[src/rtl/atmega_spi_s.sv]
// SPI slave with AVR-style SPCR/SPSR/SPDR register interface.
// External pins are synchronized; slave modes 0 and 2 (CPHA=0) only.
module atmega_spi_s #(
  parameter string PLATFORM = "XILINX",
  parameter int BUS_ADDR_IO_LEN = 6,
  parameter logic [BUS_ADDR_IO_LEN-1:0] SPCR_ADDR = 0,
  parameter logic [BUS_ADDR_IO_LEN-1:0] SPSR_ADDR = 1,
  parameter logic [BUS_ADDR_IO_LEN-1:0] SPDR_ADDR = 2
) (
  input  logic                       clk,
  input  logic                       rst,
  input  logic [BUS_ADDR_IO_LEN-1:0] addr,
  input  logic                       wr,
  input  logic                       rd,
  input  logic [7:0]                 bus_in,
  output logic [7:0]                 bus_out,
  output logic                       int_o,
  input  logic                       int_rst,
  output logic                       io_connect,
  input  logic                       sck,
  input  logic                       ss_n,
  input  logic                       mosi,
  output logic                       miso,
  output logic                       miso_oe
);

  localparam logic [1:0] S_IDLE  = 2'd0;
  localparam logic [1:0] S_ARMED = 2'd1;
  localparam logic [1:0] S_SHIFT = 2'd2;

  if (PLATFORM == "") begin : g_platform_none
  end

  logic [7:0] spcr_q, spdr_rx_q, tx_buf_q, tx_shift_q, rx_shift_q;
  logic       spif_q, wcol_q, rd_spsr_q;
  logic [2:0] bit_cnt_q;
  logic [1:0] state_q;
  logic [2:0] sck_q, ss_q;
  logic [1:0] mosi_q;

  logic en, dord, cpol;
  logic sck_rise, sck_fall, sample, shift_e;
  logic ss_sync, ss_fall, mosi_sync, abort, active;
  logic sel_spcr, sel_spsr, sel_spdr, wr_spdr;
  logic spif_set, wcol_set, st_clr;
  logic [7:0] rx_next;

  assign en   = spcr_q[6];
  assign dord = spcr_q[5];
  assign cpol = spcr_q[3];

  assign sck_rise  = sck_q[1] & ~sck_q[2];
  assign sck_fall  = ~sck_q[1] & sck_q[2];
  assign sample    = cpol ? sck_fall : sck_rise;
  assign shift_e   = cpol ? sck_rise : sck_fall;
  assign ss_sync   = ss_q[1];
  assign ss_fall   = ~ss_q[1] & ss_q[2];
  assign mosi_sync = mosi_q[1];

  assign active = (state_q != S_IDLE);
  assign abort  = active & (~en | ss_sync);
  assign rx_next = dord ? {mosi_sync, rx_shift_q[7:1]}
                        : {rx_shift_q[6:0], mosi_sync};

  assign sel_spcr = (addr == SPCR_ADDR);
  assign sel_spsr = (addr == SPSR_ADDR);
  assign sel_spdr = (addr == SPDR_ADDR);
  assign wr_spdr  = wr & sel_spdr;

  assign spif_set = active & ~abort & sample & (bit_cnt_q == 3'd7);
  assign wcol_set = wr_spdr & (state_q == S_SHIFT);
  assign st_clr   = int_rst | (rd_spsr_q & ~rd);

  assign int_o      = spcr_q[7] & spif_q;
  assign io_connect = spcr_q[6];
  assign miso_oe    = en & ~ss_sync;
  assign miso       = miso_oe ? (dord ? tx_shift_q[0] : tx_shift_q[7])
                              : 1'b1;

  // Read mux; silent when not reading or address is unmapped
  always_comb begin
    bus_out = 8'h00;
    if (rd) begin
      if (sel_spcr)      bus_out = spcr_q;
      else if (sel_spsr) bus_out = {spif_q, wcol_q, 6'b0};
      else if (sel_spdr) bus_out = spdr_rx_q;
    end
  end

  // Pin synchronizers; third sck/ss stage feeds edge detection
  always_ff @(posedge clk or negedge rst) begin
    if (!rst) begin
      sck_q  <= 3'b000;
      ss_q   <= 3'b111;
      mosi_q <= 2'b00;
    end else begin
      sck_q  <= {sck_q[1:0], sck};
      ss_q   <= {ss_q[1:0], ss_n};
      mosi_q <= {mosi_q[0], mosi};
    end
  end

  // Control register
  always_ff @(posedge clk or negedge rst) begin
    if (!rst) spcr_q <= 8'h00;
    else if (wr & sel_spcr) spcr_q <= bus_in;
  end

  // Status flags; a new completion beats a simultaneous clear
  always_ff @(posedge clk or negedge rst) begin
    if (!rst) begin
      spif_q    <= 1'b0;
      wcol_q    <= 1'b0;
      rd_spsr_q <= 1'b0;
    end else begin
      spif_q    <= spif_set | (spif_q & ~st_clr);
      wcol_q    <= wcol_set | (wcol_q & ~st_clr);
      rd_spsr_q <= rd & sel_spsr;
    end
  end

  // Transfer FSM with tx/rx shifters and data registers
  always_ff @(posedge clk or negedge rst) begin
    if (!rst) begin
      state_q    <= S_IDLE;
      bit_cnt_q  <= 3'd0;
      tx_buf_q   <= 8'h00;
      tx_shift_q <= 8'h00;
      rx_shift_q <= 8'hFF;
      spdr_rx_q  <= 8'h00;
    end else begin
      if (wr_spdr && (state_q == S_IDLE ||
          (state_q == S_ARMED && bit_cnt_q == 3'd0))) begin
        tx_buf_q <= bus_in;
        if (state_q == S_ARMED) tx_shift_q <= bus_in;
      end
      case (state_q)
        S_IDLE: begin
          if (en && ss_fall) begin
            state_q    <= S_ARMED;
            tx_shift_q <= tx_buf_q;
            bit_cnt_q  <= 3'd0;
          end
        end
        default: begin
          if (abort) begin
            state_q   <= S_IDLE;
            bit_cnt_q <= 3'd0;
          end else if (sample) begin
            rx_shift_q <= rx_next;
            if (bit_cnt_q == 3'd7) begin
              spdr_rx_q  <= rx_next;
              bit_cnt_q  <= 3'd0;
              tx_shift_q <= tx_buf_q;
              state_q    <= S_ARMED;
            end else begin
              bit_cnt_q <= bit_cnt_q + 3'd1;
              state_q   <= S_SHIFT;
            end
          end else if (shift_e && state_q == S_SHIFT) begin
            tx_shift_q <= dord ? {1'b0, tx_shift_q[7:1]}
                               : {tx_shift_q[6:0], 1'b0};
          end
        end
      endcase
    end
  end

endmodule

[config.mk]
export PLATFORM = sky130hd
export DESIGN_NAME = atmega_spi_s
export DESIGN_NICKNAME = d
export VERILOG_FILES = /design/src/rtl/atmega_spi_s.sv
export SDC_FILE = /design/constraint.sdc
export NUM_CORES = 1
export LEC_CHECK = 0
export BUFFER_PORTS_ARGS = -buffer_cell sky130_fd_sc_hd__buf_4
export CAP_MARGIN = 0
export CORE_MARGIN = 2
export CORE_UTILIZATION = 50
export CTS_BUF_LIST = sky130_fd_sc_hd__clkbuf_16
export CTS_CLUSTER_SIZE = 30
export DETAILED_ROUTE_END_ITERATION = 8
export PLACE_DENSITY = 0.74
export REMOVE_ABC_BUFFERS = 1
export SYNTH_ARGS = -nofsm -noshare
export SYNTH_HDL_FRONTEND = slang
export SYNTH_SLANG_ARGS = --single-unit
[constraint.sdc]
create_clock -name clk -period 2.1 [get_ports clk]
set_input_delay 0.315 -clock clk [delete_from_list [all_inputs] [get_ports clk]]
set_output_delay 0.315 -clock clk [all_outputs]
set_load 0.02 [all_outputs]
==> results of run 1 <==
[layout make-up]
cell class              count  area, um2  area share
clock buffers               5        125      0.0372
clock inverters             3       38.8      0.0115
inverters                   4       15.0     0.00446
multi-input cells         166       1340       0.397
flip-flops and latches     56       1420       0.420
well taps                  70       87.6      0.0260
repair buffers             46        349       0.104
[worst max-delay path: cells and delay by family]
| family | cells | cell delay (ns) |
|---|---|---|
| buf+inv | 2 | 0.30 |
| compound gates | 1 | 0.27 |
| simple gates | 2 | 0.85 |
[Yosys cell counts, types with 4 or more instances]
| library cell | instances | area, um2 |
|---|---|---|
| sky130_fd_sc_hd__nor2_1 | 23 | 86.3 |
| sky130_fd_sc_hd__mux2i_1 | 22 | 220 |
| sky130_fd_sc_hd__nand2b_1 | 4 | 25.0 |
| sky130_fd_sc_hd__a21oi_1 | 14 | 70.1 |
| sky130_fd_sc_hd__a221o_2 | 8 | 90.1 |
| sky130_fd_sc_hd__o21ai_0 | 12 | 60.1 |
| sky130_fd_sc_hd__mux2_2 | 24 | 270 |
| sky130_fd_sc_hd__dfstp_2 | 11 | 289 |
| sky130_fd_sc_hd__nand2_1 | 21 | 78.8 |
| sky130_fd_sc_hd__dfrtp_1 | 45 | 1130 |
| sky130_fd_sc_hd__clkbuf_1 | 6 | 22.5 |
| sky130_fd_sc_hd__nor3b_1 | 4 | 30.0 |
[sequential cells by signal (all words and copies together), names as in the netlist, 3 cells and up]
name,flops
rx_shift_q,8
spcr_q,8
spdr_rx_q,8
tx_buf_q,8
tx_shift_q,8
bit_cnt_q,3
sck_q,3
ss_q,3
[metal layers]
layer,up-vias,global-route usage
met4,0,0.0661
li1,945,-
met2,48,0.345
met1,985,0.281
met5,-,0
met3,7,0.0349
[what timing repair did]
| action | CTS | global route |
|---|---|---|
| gates resized for setup | 8 | 18 |
| pin swaps | 0 | 3 |
| setup endpoints to repair | 16 | 16 |
| buffers inserted | 1 | 0 |
[stage by stage]
stage / area (um2) / utilization / std cells / setup slack (ns) / TNS [ns]
5_1_grt: 3370 / 0.651 / 350 / -0.00883 / -0.0159
3_3_place_gp: 3090 / 0.597 / 341 / -0.179 / -1.58
4_1_cts: 3280 / 0.635 / 350 / -0.00666 / -0.00666
6_report: 3370 / 0.651 / 350 / 0.0443 / 0
2_1_floorplan: 2660 / - / 226 / -0.544 / -2.49
3_5_place_dp: 3090 / 0.597 / 341 / -0.200 / -1.78
[final timing paths]
kind	depth (start not counted)	endpoint	slack (ns)
setup / recovery	5	bus_out[7]	0.04
hold / removal	1	bit_cnt_q[1]	0.06
setup reg to reg	7	tx_shift_q[0]	0.09
hold reg to reg	0	mosi_q[1]	0.35
max in group asynchronous	1	tx_shift_q[2]	1.57
min in group clk	1	mosi_q[0]	0.13
[kinds of logic (layout without fill, tap and decap cells)]
| group | Yosys count | count (layout) | share of synthesized area |
|---|---|---|---|
| buffers and inverters | 13 | 58 | 0.0217 |
| flip-flops | 56 | 56 | 0.523 |
| AO/OA/AOI/OAI | 43 | 43 | 0.111 |
| AND/OR/NAND/NOR | 74 | 74 | 0.149 |
| multiplexers | 46 | 46 | 0.181 |
| adder cells (fa/ha/maj) | 3 | 3 | 0.0139 |
[power groups by stage]
stage               logic [uW]  clock network [uW]  registers, uW
floorplan                  179                   0           1240
global placement           291                   0           1260
detailed placement         299                   0           1260
CTS                        303                 942           1240
global route               350                 980           1260
finish                     321                 924           1250
==> impl_metrics.json, run 1 <==
{
  "worstSetupStartpointType": "input pin",
  "worst_slew_pin_slew_ns": 0.753,
  "switching_power_uw": 587,
  "timing.hold.ws_ns": 0.0641,
  "detail_route.vias_per_cell": 5.67,
  "synth_ff_type": "sky130_fd_sc_hd__dfrtp_1",
  "slew_viol_final": 0,
  "syn-mean-instance-area_um2": 11.5,
  "gp_congestion": 0.837,
  "initial_core_util": 0.523,
  "grt.total_usage": 0.208,
  "period_minus_slack_ns": 2.06,
  "num_vias": 1985,
  "final.fill_count": 387,
  "critical_path_required_ns": 1.78,
  "antenna_left": 0,
  "p_leak_uw": 0.00150,
  "routed-wl-met3_um": 208,
  "route.layer.met1.wl_mm": 2.80,
  "unrepaired_setup_endpoints_after_global_routing": "yes",
  "biggest_fanout_along_the_worst_timing_path": 4,
  "async_reset_ff_frac": 1.00,
  "worst_hold_path_type": "in2async",
  "cts-root-buf": "sky130_fd_sc_hd__clkbuf_16",
  "synthesis.yosys.warnings": 0,
  "insertion_delay_ns": 0.29,
  "fmax_mhz": 486,
  "drv_cap": 0,
  "worstReg2RegStart": "bit_cnt_q[1]",
  "die-width_um": 77.6,
  "num_antenna_cells": 0,
  "final_hold_viol_count": 0,
  "numCtsBuffers": 5,
  "cp_cell_sequence": "buf_4 > or4_4 > or2_4 > a2111oi_4 > buf_4",
  "yosysSeqAreaShare": 0.523,
  "syn_to_final_growth_pct": 24.4,
  "seq_power_share": 0.500,
  "die_h_um": 77.6,
  "drcViolationCount": 0,
  "crit_path_start": "addr[3]",
  "post-route-period-util": 0.979,
  "postCtsHoldBufs": 0,
  "power-per-cell-area_mw_per_mm2": 740,
  "finalClockSkew_ns": 0.00685,
  "floorplan.rows": 26,
  "critPathKind": "in2out",
  "clock_tree.htree_level_count": 2,
  "cpMostUsedCell": "sky130_fd_sc_hd__buf_4",
  "finish.net_count": 304,
  "critical_path.max_stage_delay_ns": 0.57,
  "grt_first_pass_wirelength_mm": 9.70,
  "outcome": "complete, no violations",
  "routed_wirelength_mm": 6.00,
  "grt_overflow_total": 0,
  "final_layout_size_suffix_gt1_frac": 0.404,
  "synth_enable_flop_cells": 0,
  "internal-power_uw": 1900,
  "end_kind": "primary output",
  "power.ir.vdd_worst_mv": 0.443,
  "antenna_found_initial": 0,
  "critical-path-slowest-cell": "sky130_fd_sc_hd__or4_4",
  "comb_power_share": 0.129,
  "tritoncts_num_sinks": 56,
  "postSynthRegisterBits": 56,
  "route.top_layer_used": "met4",
  "power_frac_clock": 0.371,
  "yosys.cell_types.count": 38,
  "grt_max_degree": 57,
  "routed_wire_length_per_instance_um": 17.1,
  "pin_count": 34,
  "drt_iter0_drc": 105,
  "clock_path_buffers": 2,
  "worst_setup_hold_path_clk_slew_ns": 0.07,
  "area_of_the_die_mm2": 0.00602,
  "worst-endpoint-arrival_ns": 1.74,
  "endpoints_failing_setup": 0,
  "slew_headroom": 0.498,
  "core_mm2": 0.00517,
  "synthesis.area_mm2": 0.00271,
  "hpwlAfterDp_mm": 3.94,
  "numPortBuffers": 33,
  "cell_count_after_synthesis": 235,
  "power.share.switching": 0.236,
  "drt_pre_antenna_iters": 4,
  "grt_pass1_vias": 1989,
  "detailed_route_wirelength_on_metal2_mm": 2.92,
  "power.total_uw": 2490,
  "layout_common_cells": "sky130_fd_sc_hd__dfrtp_1 (45), sky130_fd_sc_hd__buf_4 (45), sky130_fd_sc_hd__mux2i_1 (22)",
  "tritoncts": "done"
}
No activity file was read; power rests on OpenSTA's default activity.
==> run 2, diff against run 1 <==
- HOLD_SLACK_MARGIN: unset -> 0.12
==> impl_metrics.json, run 2 (same netlist as run 1, synthesis figures left out) <==
{
  "outcome": "complete, no violations",
  "core_mm2": 0.00517,
  "slew_viol_final": 0,
  "unrepaired_setup_endpoints_after_global_routing": "yes",
  "grt_pass1_vias": 1989,
  "drt_pre_antenna_iters": 4,
  "insertion_delay_ns": 0.29,
  "detailed_route_wirelength_on_metal2_mm": 2.93,
  "finalSetupTns_ns": 0,
  "routed_wire_length_per_instance_um": 17.1,
  "pin_count": 34,
  "route.top_layer_used": "met4",
  "finish.net_count": 305,
  "biggest_fanout_along_the_worst_timing_path": 4,
  "worst-endpoint-arrival_ns": 1.74,
  "post-route-period-util": 0.979,
  "grt.total_usage": 0.208,
  "fin_cells": 351,
  "route.layer.met1.wl_mm": 2.74,
  "worst_setup_hold_path_clk_slew_ns": 0.07,
  "final_hold_viol_count": 0,
  "period_minus_slack_ns": 2.06,
  "hpwlAfterDp_mm": 3.94,
  "area_of_the_die_mm2": 0.00602,
  "initial_core_util": 0.523,
  "antenna_found_initial": 0,
  "end_kind": "primary output",
  "die_h_um": 77.6,
  "numCtsBuffers": 5,
  "final_layout_size_suffix_gt1_frac": 0.402,
  "detail_route.vias_per_cell": 5.66,
  "worstSetupStartpointType": "input pin",
  "grt_max_degree": 57,
  "multi_input_gate_area_mm2": 0.00134,
  "die-width_um": 77.6,
  "grt_first_pass_wirelength_mm": 9.70,
  "critPathKind": "in2out",
  "final.fill_count": 386,
  "tritoncts_num_sinks": 56,
  "power-per-cell-area_mw_per_mm2": 738,
  "clock_tree.htree_level_count": 2,
  "num_antenna_cells": 0,
  "timing.hold.ws_ns": 0.128,
  "fmax_mhz": 486,
  "p_leak_uw": 0.00150,
  "numPortBuffers": 33,
  "power.ir.vdd_worst_mv": 0.444,
  "syn_to_final_growth_pct": 24.8,
  "finalWorstSetupSlack_ns": 0.0442,
  "worst_hold_path_type": "in2reg",
  "sequential_cell_area_mm2": 0.00142,
  "finalClockSkew_ns": 0.00723,
  "power.total_uw": 2490,
  "slew_headroom": 0.492,
  "clock_path_buffers": 2,
  "grt_overflow_total": 0,
  "layout_common_cells": "sky130_fd_sc_hd__dfrtp_1 (45), sky130_fd_sc_hd__buf_4 (45), sky130_fd_sc_hd__mux2i_1 (22)",
  "critical_path_required_ns": 1.78,
  "tritoncts": "done",
  "drv_cap": 0,
  "dpl_worst_slack_ns": -0.200,
  "endpoints_failing_setup": 0,
  "cts-root-buf": "sky130_fd_sc_hd__clkbuf_16",
  "gp_congestion": 0.837,
  "drcViolationCount": 0,
  "drt_iter0_drc": 101,
  "routed-wl-met3_um": 231,
  "worst_slew_pin_slew_ns": 0.763,
  "antenna_left": 0,
  "num_vias": 1985,
  "floorplan.rows": 26,
  "routed_wirelength_mm": 5.99,
  "numPlacedInstances": 341
}
run 2: per-stage QoR:
step	util	instance area, um2
after global routing	0.653	3380
after CTS	0.637	3290
after detailed placement	0.597	3090
after global placement	0.597	3090
final	0.653	3380
after floorplan	-	2660
run 2: repair_timing:
item	4_1_cts	5_1_grt
resized for setup	8	18
setup buffers	1	0
pin swaps	0	3
setup endpoints to repair	16	16
hold endpoints to repair	45	0
hold buffers	1	0
run 2: power breakdown:
group	switching, uW	internal, uW	leakage, uW
registers	81.0	1170	0.000718
logic	139	183	0.000701
clock network	366	557	0.0000850
run 2: per-layer routing:
layer / global-route usage / up-vias
met5: 0 / -
met1: 0.281 / 989
met4: 0.0661 / 0
met2: 0.345 / 44
li1: - / 945
met3: 0.0349 / 7
run 2: worst max-delay path, stage by stage:
cell	delay [ns]
sky130_fd_sc_hd__buf_4	0.11
sky130_fd_sc_hd__or4_4	0.57
sky130_fd_sc_hd__or2_4	0.28
sky130_fd_sc_hd__a2111oi_4	0.27
sky130_fd_sc_hd__buf_4	0.19
run 2: final timing paths:
check | start | to | slack (ns) | cells after the start
setup / recovery | addr[3] | bus_out[7] | 0.04 | 5
hold / removal | mosi | mosi_q[0] | 0.13 | 1
setup reg to reg | bit_cnt_q[1] | tx_shift_q[0] | 0.09 | 7
hold reg to reg | mosi_q[0] | mosi_q[1] | 0.35 | 0
max in group asynchronous | rst | spdr_rx_q[7] | 1.02 | 2
min in group asynchronous | rst | bit_cnt_q[1] | 0.61 | 2
run 2: final cells by class:
| type | count | share of cell area |
|---|---|---|
| sequential | 56 | 0.419 |
| multi-input combinational | 166 | 0.396 |
| timing repair buffer | 47 | 0.106 |
| clock buffer | 5 | 0.0371 |
| tap | 70 | 0.0259 |
| clock inverter | 3 | 0.0115 |
| inverter | 4 | 0.00445 |
==> run 3, diff against run 2 <==
--- a/config.mk
+++ b/config.mk
@@ -15,5 +15,4 @@
 export HOLD_SLACK_MARGIN = 0.12
 export PLACE_DENSITY = 0.74
-export REMOVE_ABC_BUFFERS = 1
 export SYNTH_ARGS = -nofsm -noshare
 export SYNTH_HDL_FRONTEND = slang
==> constraint.sdc (replaced) <==
create_clock -name clk -period 2.1 [get_ports clk]
set_input_delay 0.315 -clock clk [delete_from_list [all_inputs] [get_ports clk]]
set_output_delay 0.315 -clock clk [all_outputs]
set_load 0.005 [all_outputs]
==> impl_metrics.json, run 3 (same netlist as run 1, synthesis figures left out) <==
{
  "outcome": "complete, no violations",
  "power.total_uw": 2450,
  "routed-wl-met3_um": 290,
  "net_count_after_synthesis": 260,
  "grt_pass1_vias": 1928,
  "critPathKind": "in2out",
  "num_antenna_cells": 0,
  "post_dp_cell_area_mm2": 0.00307,
  "drv_cap": 0,
  "period_minus_slack_ns": 2.02,
  "floorplan.rows": 26,
  "detailed_route_wirelength_on_metal2_mm": 2.55,
  "numPlacedInstances": 339,
  "biggest_fanout_along_the_worst_timing_path": 4,
  "antenna_left": 0,
  "timing.hold.ws_ns": 0.127,
  "grt_max_degree": 57,
  "numCtsBuffers": 5,
  "routed_wire_length_per_instance_um": 15.7,
  "critical_path_required_ns": 1.78,
  "final_common_cell": "sky130_fd_sc_hd__dfrtp_1",
  "gp_congestion": 0.799,
  "clock_path_buffers": 2,
  "pin_count": 34,
  "hpwlAfterDp_mm": 3.84,
  "power-per-cell-area_mw_per_mm2": 744,
  "core_mm2": 0.00517,
  "final_hold_viol_count": 0,
  "layout_common_cells": "sky130_fd_sc_hd__dfrtp_1 (45), sky130_fd_sc_hd__buf_4 (42), sky130_fd_sc_hd__mux2_2 (24)",
  "cpMostUsedCell": "sky130_fd_sc_hd__buf_4",
  "power.ir.vdd_worst_mv": 0.366,
  "grt.total_usage": 0.198,
  "final_instance_area_mm2": 0.00329,
  "final.fill_count": 417,
  "worst-endpoint-arrival_ns": 1.70,
  "antenna_found_initial": 0,
  "cp_cell_sequence": "buf_4 > or4_4 > or2_4 > a2111oi_2 > buf_4",
  "insertion_delay_ns": 0.29,
  "die_h_um": 77.6,
  "critical-path-slowest-cell": "sky130_fd_sc_hd__or4_4",
  "fin_cells": 349,
  "p_leak_uw": 0.00147,
  "worst_hold_path_type": "in2reg",
  "num_vias": 1942,
  "drcViolationCount": 0,
  "slew_headroom": 0.544,
  "fmax_mhz": 495,
  "critical_path.max_stage_delay_ns": 0.57,
  "detail_route.vias_per_cell": 5.56,
  "numPortBuffers": 33,
  "area_of_the_die_mm2": 0.00602,
  "cts-root-buf": "sky130_fd_sc_hd__clkbuf_16",
  "finalClockSkew_ns": 0.00470,
  "slew_viol_final": 0,
  "post-route-period-util": 0.962,
  "die-width_um": 77.6,
  "cp.buffers_inverters": 2,
  "initial_core_util": 0.523,
  "grt_overflow_total": 0,
  "clock_tree.htree_level_count": 2,
  "worst_setup_hold_path_clk_slew_ns": 0.07,
  "endpoints_failing_setup": 0,
  "final_layout_size_suffix_gt1_frac": 0.391,
  "worst_slew_pin_slew_ns": 0.685,
  "tritoncts_num_sinks": 56,
  "unrepaired_setup_endpoints_after_global_routing": "no",
  "drt_pre_antenna_iters": 4,
  "end_kind": "primary output",
  "worstSetupStartpointType": "input pin",
  "route.top_layer_used": "met4",
  "drt_iter0_drc": 88,
  "post_cts_buffers": 0,
  "syn_to_final_growth_pct": 21.5,
  "cp_top_family": "simple AND/OR/NAND/NOR gates",
  "finish.net_count": 303,
  "tritoncts": "done",
  "route.layer.met1.wl_mm": 2.58,
  "grt_first_pass_wirelength_mm": 9.26,
  "routed_wirelength_mm": 5.48
}
## run 3: per-stage QoR
step           utilization  setup WS [ns]  setup TNS, ns
2_1_floorplan            -         -0.125         -0.979
3_3_place_gp         0.594         -0.144          -1.37
3_5_place_dp         0.594         -0.175          -1.44
4_1_cts              0.631        0.00457              0
5_1_grt              0.636        0.00226              0
6_report             0.636         0.0807              0
## run 3: worst paths after layout
check | to | slack (ns) | startpoint | depth (start not counted)
worst min-delay path | mosi_q[0] | 0.13 | mosi | 1
worst min register to register | mosi_q[1] | 0.35 | mosi_q[0] | 0
worst max-delay path | bus_out[7] | 0.08 | addr[3] | 5
worst max register to register | tx_shift_q[3] | 0.09 | bit_cnt_q[1] | 7
max in group asynchronous | mosi_q[0] | 1.04 | rst | 2
min in group asynchronous | bit_cnt_q[0] | 0.59 | rst | 2
## run 3: layer usage
metal | vias up | global-route usage
li1 | 934 | -
met1 | 954 | 0.276
met4 | 0 | 0.0589
met3 | 5 | 0.0442
met5 | - | 0
met2 | 49 | 0.310
## run 3: repair_timing
action | CTS | global route
setup endpoints to repair | 7 | 14
hold buffers | 1 | 1
gates resized for setup | 5 | 8
hold endpoints to repair | 45 | 1
pin swaps | 0 | 1
## run 3: where the power goes
part / total [uW] / switching, uW / internal [uW]
Combinational: 288 / 122 / 166
Sequential: 1240 / 74.9 / 1170
Clock: 917 / 360 / 556
## run 3: final cells by class
| type | instances | area (um2) | area share |
|---|---|---|---|
| tap | 70 | 87.6 | 0.0266 |
| inverter | 4 | 15.0 | 0.00457 |
| clock inverter | 3 | 38.8 | 0.0118 |
| timing repair buffer | 45 | 347 | 0.105 |
| multi-input combinational | 166 | 1260 | 0.383 |
| clock buffer | 5 | 125 | 0.0381 |
| sequential | 56 | 1420 | 0.430 |
